[config.mk]
export PLATFORM = sky130hd
export DESIGN_NAME = instr_prefetch_unit
export DESIGN_NICKNAME = d
export VERILOG_FILES = /design/src/rtl/instr_prefetch_unit_pkg.sv /design/src/rtl/instr_prefetch_unit_pf_fifo.sv /design/src/rtl/instr_prefetch_unit.sv
export SDC_FILE = /design/constraint.sdc
export NUM_CORES = 1
export LEC_CHECK = 0
export CORE_MARGIN = 10
export CORE_UTILIZATION = 45
export CTS_CLUSTER_DIAMETER = 50
export CTS_CLUSTER_SIZE = 24
export DETAILED_ROUTE_END_ITERATION = 8
export PLACE_DENSITY = 0.7
export SYNTH_ARGS = -nofsm -noshare
export SYNTH_HDL_FRONTEND = slang
export SYNTH_SLANG_ARGS = --single-unit
[constraint.sdc]
create_clock -name clk -period 3.7 [get_ports clk]
set_input_delay 0.37 -clock clk [delete_from_list [all_inputs] [get_ports clk]]
set_output_delay 0.37 -clock clk [all_outputs]
set_load 0.05 [all_outputs]
[src/rtl/instr_prefetch_unit_pkg.sv]
// Shared types and constants for the instruction prefetch unit.
// Entries carry the fetched word together with its PC.
package instr_prefetch_unit_pkg;

  localparam int          XLEN         = 32;
  localparam logic [31:0] PC_INC       = 32'd4;
  localparam logic [31:0] RESET_PC_DEF = 32'h0000_0000;

  typedef struct packed {
    logic [XLEN-1:0] pc;
    logic [XLEN-1:0] instr;
  } pf_entry_t;

  function automatic logic [XLEN-1:0] align_pc(
    input logic [XLEN-1:0] pc
  );
    return {pc[XLEN-1:2], 2'b00};
  endfunction

endpackage

[src/rtl/instr_prefetch_unit_pf_fifo.sv]
// Synchronous FIFO of {pc, instr} entries for the prefetch unit.
// Flush empties the queue and overrides any push or pop that cycle.
module pf_fifo
  import instr_prefetch_unit_pkg::*;
#(
  parameter int  DEPTH = 4,
  localparam int PW    = $clog2(DEPTH),
  localparam int CW    = $clog2(DEPTH + 1)
) (
  input  logic          clk,
  input  logic          rst,
  input  logic          push,
  input  pf_entry_t     push_data,
  input  logic          pop,
  input  logic          flush,
  output pf_entry_t     rd_data,
  output logic [CW-1:0] count,
  output logic          empty,
  output logic          full
);

  pf_entry_t     mem_q [DEPTH];
  logic [PW-1:0] wr_ptr_q;
  logic [PW-1:0] wr_ptr_d;
  logic [PW-1:0] rd_ptr_q;
  logic [PW-1:0] rd_ptr_d;
  logic [CW-1:0] count_q;
  logic [CW-1:0] count_d;
  logic          do_pop;

  assign empty   = (count_q == '0);
  assign full    = (count_q == CW'(DEPTH));
  assign count   = count_q;
  assign rd_data = mem_q[rd_ptr_q];
  assign do_pop  = pop & ~empty;

  always_comb begin
    wr_ptr_d = wr_ptr_q;
    rd_ptr_d = rd_ptr_q;
    count_d  = count_q;
    if (flush) begin
      wr_ptr_d = '0;
      rd_ptr_d = '0;
      count_d  = '0;
    end else begin
      if (push) begin
        wr_ptr_d = wr_ptr_q + 1'b1;
      end
      if (do_pop) begin
        rd_ptr_d = rd_ptr_q + 1'b1;
      end
      count_d = count_q + CW'(push) - CW'(do_pop);
    end
  end

  always_ff @(posedge clk) begin
    if (rst) begin
      wr_ptr_q <= '0;
      rd_ptr_q <= '0;
      count_q  <= '0;
    end else begin
      wr_ptr_q <= wr_ptr_d;
      rd_ptr_q <= rd_ptr_d;
      count_q  <= count_d;
    end
  end

  always_ff @(posedge clk) begin
    if (push && !flush) begin
      mem_q[wr_ptr_q] <= push_data;
    end
  end

endmodule

[src/rtl/instr_prefetch_unit.sv]
// Sequential instruction prefetcher with credit-limited requests,
// in-order response tracking and redirect flush with stale discard.
module instr_prefetch_unit
  import instr_prefetch_unit_pkg::*;
#(
  parameter int          DEPTH    = 4,
  parameter logic [31:0] RESET_PC = RESET_PC_DEF
) (
  input  logic        clk,
  input  logic        rst,
  input  logic        redirect_valid,
  input  logic [31:0] redirect_pc,
  output logic        imem_req_valid,
  input  logic        imem_req_ready,
  output logic [31:0] imem_req_addr,
  input  logic        imem_rsp_valid,
  input  logic [31:0] imem_rsp_data,
  output logic        out_valid,
  input  logic        out_ready,
  output logic [31:0] out_instr,
  output logic [31:0] out_pc,
  output logic        proto_err
);

  localparam int CW = $clog2(DEPTH + 1);

  logic [31:0]   fetch_pc_q;
  logic [31:0]   fetch_pc_d;
  logic [31:0]   rsp_pc_q;
  logic [31:0]   rsp_pc_d;
  logic [CW-1:0] outst_q;
  logic [CW-1:0] outst_d;
  logic [CW-1:0] discard_q;
  logic [CW-1:0] discard_d;
  logic          proto_err_q;
  logic          proto_err_d;

  logic [CW-1:0] fifo_count;
  logic          fifo_empty;
  logic          fifo_full;
  pf_entry_t     fifo_head;
  pf_entry_t     push_entry;

  logic [CW:0]   used;
  logic          credit_ok;
  logic          req_fire;
  logic          rsp_live;
  logic          rsp_err;
  logic          drop;
  logic          push;
  logic          pop;

  // Every outstanding request holds a FIFO slot in reserve.
  assign used      = {1'b0, fifo_count} + {1'b0, outst_q};
  assign credit_ok = used < (CW+1)'(DEPTH);

  assign imem_req_valid = credit_ok & ~redirect_valid & ~rst;
  assign imem_req_addr  = fetch_pc_q;
  assign req_fire       = imem_req_valid & imem_req_ready;

  assign rsp_live = imem_rsp_valid & (outst_q != '0);
  assign rsp_err  = imem_rsp_valid & (outst_q == '0);
  assign drop     = (discard_q != '0) | redirect_valid;
  assign push     = rsp_live & ~drop & (~fifo_full | pop);

  assign push_entry.pc    = rsp_pc_q;
  assign push_entry.instr = imem_rsp_data;

  assign out_valid = ~fifo_empty & ~rst;
  assign out_instr = fifo_head.instr;
  assign out_pc    = fifo_head.pc;
  assign pop       = out_valid & out_ready;
  assign proto_err = proto_err_q;

  always_comb begin
    fetch_pc_d  = fetch_pc_q;
    rsp_pc_d    = rsp_pc_q;
    discard_d   = discard_q;
    proto_err_d = proto_err_q | rsp_err;
    outst_d     = outst_q + CW'(req_fire) - CW'(rsp_live);
    if (req_fire) begin
      fetch_pc_d = fetch_pc_q + PC_INC;
    end
    if (push) begin
      rsp_pc_d = rsp_pc_q + PC_INC;
    end
    if (rsp_live && (discard_q != '0)) begin
      discard_d = discard_q - 1'b1;
    end
    // Whatever is still in flight after this cycle belongs to the old stream.
    if (redirect_valid) begin
      fetch_pc_d = align_pc(redirect_pc);
      rsp_pc_d   = align_pc(redirect_pc);
      discard_d  = outst_q - CW'(rsp_live);
    end
  end

  always_ff @(posedge clk) begin
    if (rst) begin
      fetch_pc_q  <= RESET_PC;
      rsp_pc_q    <= RESET_PC;
      outst_q     <= '0;
      discard_q   <= '0;
      proto_err_q <= 1'b0;
    end else begin
      fetch_pc_q  <= fetch_pc_d;
      rsp_pc_q    <= rsp_pc_d;
      outst_q     <= outst_d;
      discard_q   <= discard_d;
      proto_err_q <= proto_err_d;
    end
  end

  pf_fifo #(
    .DEPTH (DEPTH)
  ) u_fifo (
    .clk       (clk),
    .rst       (rst),
    .push      (push),
    .push_data (push_entry),
    .pop       (pop),
    .flush     (redirect_valid),
    .rd_data   (fifo_head),
    .count     (fifo_count),
    .empty     (fifo_empty),
    .full      (fifo_full)
  );

endmodule

Yosys cells after proc, flatten, opt, wreduce, memory -nomap -nowiden
Memories as Yosys holds them, arrays and structs flattened. A register that Yosys moved wholly into a read port is not among the register bits.
Index checks and enable logic that the tools add are counted.
Storage, ports and cells
  flip-flop bits (word level): 78
  RAM bits: 256
  input bits: 70
  output and inout bits: 99
  logic and storage cells: 63
  memories: 1
Memory list
  u_fifo.mem_q: words 4, bits a word 64, read ports 1, clocked after Yosys merged registers in 1, write ports 1, RTL line instr_prefetch_unit_pf_fifo.sv:22  | pf_entry_t mem_q [DEPTH];
Operators by class
  add/sub/neg operators: 11
  order comparisons: 1
  eq/ne operators: 1
  mux-type cells: 10
  bitwise operators: 18
  reductions and logical operators: 11
Operators by type and width (count)
  two-way mux 32 bit: 4
  adder 32 x 3 -> 32 bit, second input constant: 2
  AND 1 bit: 10
  subtractor 3 x 1 -> 3 bit: 3
  adder 3 x 1 -> 3 bit: 2
  logical NOT 3 bit: 2
  two-way mux 3 bit: 2
  nonzero test 2 bit: 3
  nonzero test 3 bit: 2
  inverter 1 bit: 5
  adder 2 x 1 -> 2 bit, second input constant: 2
  adder 3 x 3 -> 4 bit: 1
  less-than comparator 4 x 3 -> 1 bit, second input constant: 1
  two-way mux 2 bit: 2
  equality test 3 bit, second input constant: 1
  OR 1 bit: 3
  subtractor 3 x 1 -> 3 bit, second input constant: 1
  logical AND 1 bit: 2
  two-way mux 1 bit: 2
  OR reduction 2 bit: 1
  logical NOT 1 bit: 1

Depth between registers and ports, before layout
  depth in word-level cells: 9
  gate-level depth with buffers: 13
  depth with buffers taken out: 11

By module
A second synthesis with hierarchy kept.
Unflattened totals
  cell total of the unflattened synthesis: 880
  area, all modules: 13783.2 um^2
Modules (own cells, without submodules)
  pf_fifo: times used 1, cells each 381, area each 9800.6 um^2, sequential area each 7867.5 um^2
  instr_prefetch_unit: times used 1, cells each 499, area each 3982.6 um^2, sequential area each 1341.3 um^2

Least setup slack after synthesis
No wires, ideal clock.
  path kind: input-to-reg
  start: input redirect_valid
  end: memory u_fifo.mem_q[2][10] (netlist name) (enable)
  arrival: 3.016 ns
  required time: 3.274 ns
  setup slack: 0.257 ns
  stages on the path: 7
  path buffers: 3
  cells stage by stage: clkbuf_1 nor3b_1 o211ai_2 inv_2 buf_2 clkbuf_1 and2_1
On the way
  longest elaborated chain between the ends: 7
  elaborated cells between the ends (all ways): 8
  classes of those cells: mux (2); bitwise (4); reduce/logical (2)
Ends and longest elaborated chain
  from (decl): RTL line instr_prefetch_unit.sv:11  | input logic redirect_valid,
  OR 1 bit: RTL line instr_prefetch_unit.sv:63  | assign drop = (discard_q != '0) | redirect_valid;
  inverter 1 bit: RTL line instr_prefetch_unit.sv:64  | assign push = rsp_live & ~drop & (~fifo_full | pop);
  AND 1 bit (2 in a row): RTL line instr_prefetch_unit.sv:64
  logical AND 1 bit *: RTL line instr_prefetch_unit_pf_fifo.sv:69  | if (push && !flush) begin
  two-way mux 1 bit *: RTL line instr_prefetch_unit_pf_fifo.sv:69
  two-way mux 1 bit (not written as such) *: RTL line instr_prefetch_unit_pf_fifo.sv:70  | mem_q[wr_ptr_q] <= push_data;
  to (decl): RTL line instr_prefetch_unit_pf_fifo.sv:22
Every way passes the cells marked *; elsewhere a longest branch is shown, timed or not.

==> run_results.csv <==
group,metric,value,unit
cts,h-tree-depth,2,
timing,slew_headroom,0.429,
yosys,synth_xor_area_frac,0.0178,
cts,cts_hold_buf,0,
yosys,syn_area_per_cell,15.3,sq um
cts,clock_path_buffers,3,
yosys,synth-compound-area-share,0.0615,
cells_and_area,drive_above_1_share,0.152,
yosys,synth_top_area_cell,"edfxtp_1",
worst_setup_path,end_kind,"output pin",
worst_setup_path,path_max_fanout,19,
power_and_ir_drop,ir_drop,267,uV
grt,grt_pass1_wl,47700,um
route,vias,8245,
worst_hold_path,hold_path_class,"in2reg",
cells_and_area,utilization,0.574,
timing,period_minus_slack,3190,ps
yosys,async_reset_ff_frac,0,
worst_setup_path,crit_slowest_cell,"clkdlybuf4s50_1",
route,vias_per_cell,5.68,
timing,fmax,314,MHz
yosys,synthMuxAreaShare,0.111,
timing,tightest_slew,854,ps
yosys,synth_top_area_share,0.559,
timing,finalMaxSlewViolations,0,
worst_setup_path,worstSetupPathType,"reg2out",
cells_and_area,fin_nets,1129,
power_and_ir_drop,power_leakage,0.00536,uW
yosys,ys_top_cells_by_area,"edfxtp_1 (56%), dfxtp_1 (11%), mux4_2 (10%), nand2_1 (1.6%), ha_1 (1.5%)",
grt,grt-ovfl-total,0,
grt,grt_max_degree,63,
worst_setup_path,cp_cell_sequence,"buf_4 > mux4_2 > clkdlybuf4s50_1",
timing,finClkSkew,15.5,ps
place,dp_hpwl,19700,um
route,routed_wl,30300,um
timing,setup_viol,0,
yosys,yosys.cell_types.count,64,
cts,post-cts-setup-buffers,0,
floorplan,die_w,192,um
cts,cts_root_buf,"clkbuf_16",
worst_setup_path,max_stage_delay,730,ps
power_and_ir_drop,powerDensity,541,mW/mm^2
worst_setup_path,critPathArrivalTime,2820,ps
route,dr.pass1.iters,5,
floorplan,core,0.0289,sq mm
grt,grt_pass1_vias,8409,
cells_and_area,areaGrowthSynthToFinish,24.8,%
yosys,synth_adder_area_share,0.0180,
route,drtIter0Drc,617,
timing,finalSetupTns,0,ps
worst_setup_path,critPathRequiredTime,3330,ps
place,routabilityCongestion,0.878,
yosys,synth_seq_area_share,0.674,
floorplan,start_util,0.460,
power_and_ir_drop,finalPower,8990,uW
cells_and_area,instances_no_fill,1451,
cts,insertion_delay,510,ps
yosys,synth_edf_count,248,
yosys,ys_seq_elements,324,
cts,numCtsBuffers,34,
floorplan,die_y,192,um
timing,rsz0062_at_grt,"no",
place,io_buffers,162,
grt,antenna_found_initial,0,
timing,period_share,0.861,
yosys,synth_warnings,0,
grt,grtUsageTotal,0.163,
place,placed_cells,1389,
cts,cts_tree,"done",
floorplan,rows,62,
outcome,status,"completed",
cts,clock_sinks,324,
yosys,synth_top_family_by_area,"multiplexers",
flow_run,maxCapViolations,0,
route,drc,0,
timing,hold_viol,0,
route,wire_per_inst,20.9,um
floorplan,die_area,0.0369,sq mm
worst_setup_path,cp_top_family,"buffers and inverters",
yosys,post_synth_instance_area,0.0133,sq mm
cells_and_area,antenna_cells,0,
yosys,ys.flop_type,"edfxtp_1",
yosys,yosys.area_share.simple,0.0952,
cts,cts_resized,0,
worst_setup_path,worstSetupStartpointType,"register",
worst_setup_path,crit_buf_inv,2,
yosys,syn_inst,870,
route,ant_nets,0,
floorplan,boundaryPins,169,
cts,path_clk_slew,60,ps
[area by class of cell]
type,instances,area (sq um)
Timing Repair Buffer,182,1810
Clock buffer,38,887
Multi-Input combinational cell,477,4060
Inverter,22,82.6
Tap cell,384,480
Sequential cell,324,8970
Fill cell,2222,12300
Clock inverter,24,323
[stage by stage]
step	hold WS, ps	cell area [sq um]	worst slack [ps]
detailed placement	460	15400	655
global route	440	16600	338
global placement	456	15400	676
CTS	401	16600	423
floorplan	466	13300	257
finish	423	16600	513
[metal layers]
metal  wire length (um)  GRT usage  vias to the layer above  part of all wire
met2              14000      0.257                      320              0.46
li1                   -          -                     3791                 -
met5                  0          0                        -                 0
met1              13100      0.218                     4087              0.43
met3               2700     0.0462                       47             0.089
met4                494     0.0420                        0             0.016
[final timing paths]
check	from	endpoint	slack, ps	depth (start not counted)
setup / recovery	register	out_pc[15]	510	3
hold / removal	rst	outst_q[2]$_SDFF_PP0_	420	3
setup reg to reg	outst_q[2]$_SDFF_PP0_	outst_q[2]$_SDFF_PP0_	790	11
hold reg to reg	proto_err$_SDFF_PP0_	proto_err$_SDFF_PP0_	470	2
[synth_stat cells (all sizes together) (3+ instances only)]
cell / count
a21oi: 23
o211ai: 9
nand4b: 3
a311oi: 3
a32oi: 3
o21a: 3
inv: 21
ha: 16
dfxtp: 76
nand2: 57
nor3: 12
buf: 18
mux4: 62
a211oi: 12
clkbuf: 32
xnor2: 13
mux2: 5
o21ai: 23
nor4: 9
nand4: 29
or3: 14
a22oi: 8
o311ai: 3
and2: 9
nor2: 39
edfxtp: 248
and3: 13
xor2: 14
nor2b: 3
or4: 6
and4: 4
a31oi: 25
nand3: 23
nor3b: 3
[registers in the layout (all words and copies together), names as in the netlist, named ones only]
| signal | count |
|---|---|
| discard_q | 3 |
| u_fifo.rd_ptr_q | 2 |
| imem_req_addr | 30 |
| rsp_pc_q | 30 |
| outst_q | 3 |
| u_fifo.wr_ptr_q | 2 |
| proto_err | 1 |
| u_fifo.mem_q | 248 |
| u_fifo.count | 3 |
[worst reg2reg max path, delay by kind of cell, from the launching register on]
family | cells | cell delay (ps)
adder cells (fa/ha/maj) | 4 | 1160
AND/OR/NAND/NOR | 3 | 700
flip-flops | 1 | 430
XOR/XNOR | 2 | 310
buffers and inverters | 2 | 200
[kinds of logic (layout without fill, tap and decap cells)]
family	after synthesis	count (layout)
AO/OA/AOI/OAI	125	125
adder cells (fa/ha/maj)	18	18
buffers and inverters	72	266
XOR/XNOR	27	27
flip-flops	324	324
other	1	4
multiplexers	69	69
AND/OR/NAND/NOR	234	234
[report_power, final]
group / leakage (uW) / internal (uW) / switching (uW)
clock network: 0.000585 / 2090 / 1500
registers: 0.00288 / 4080 / 129
logic: 0.00189 / 453 / 732
[cells in the final DEF, fill, tap and decap left out, types with 4 or more instances in the layout]
cell type / Yosys / routed
a211oi_1: 12 / 12
buf_4: 4 / 17
mux4_2: 62 / 62
edfxtp_1: 248 / 248
o21ai_0: 23 / 23
ha_1: 16 / 16
nor4_1: 8 / 8
and3_1: 13 / 13
inv_1: 19 / 19
nor3_1: 12 / 12
clkdlybuf4s50_1: 0 / 160
clkbuf_16: 0 / 35
xor2_1: 14 / 14
bufinv_16: 0 / 4
nand3_1: 23 / 23
xnor2_1: 13 / 13
dfxtp_1: 76 / 74
a31oi_1: 25 / 25
and4_1: 4 / 4
a21oi_1: 23 / 23
a22oi_1: 8 / 8
nand4_1: 28 / 28
nand2_1: 57 / 57
or3_1: 14 / 14
and2_2: 0 / 4
o211ai_1: 8 / 8
buf_12: 0 / 4
conb_1: 1 / 4
mux2_2: 5 / 5
or4_1: 6 / 6
and2_1: 8 / 4
inv_8: 0 / 4
clkinv_8: 0 / 4
nor2_1: 37 / 37
Power figures use the tool's default switching activity.
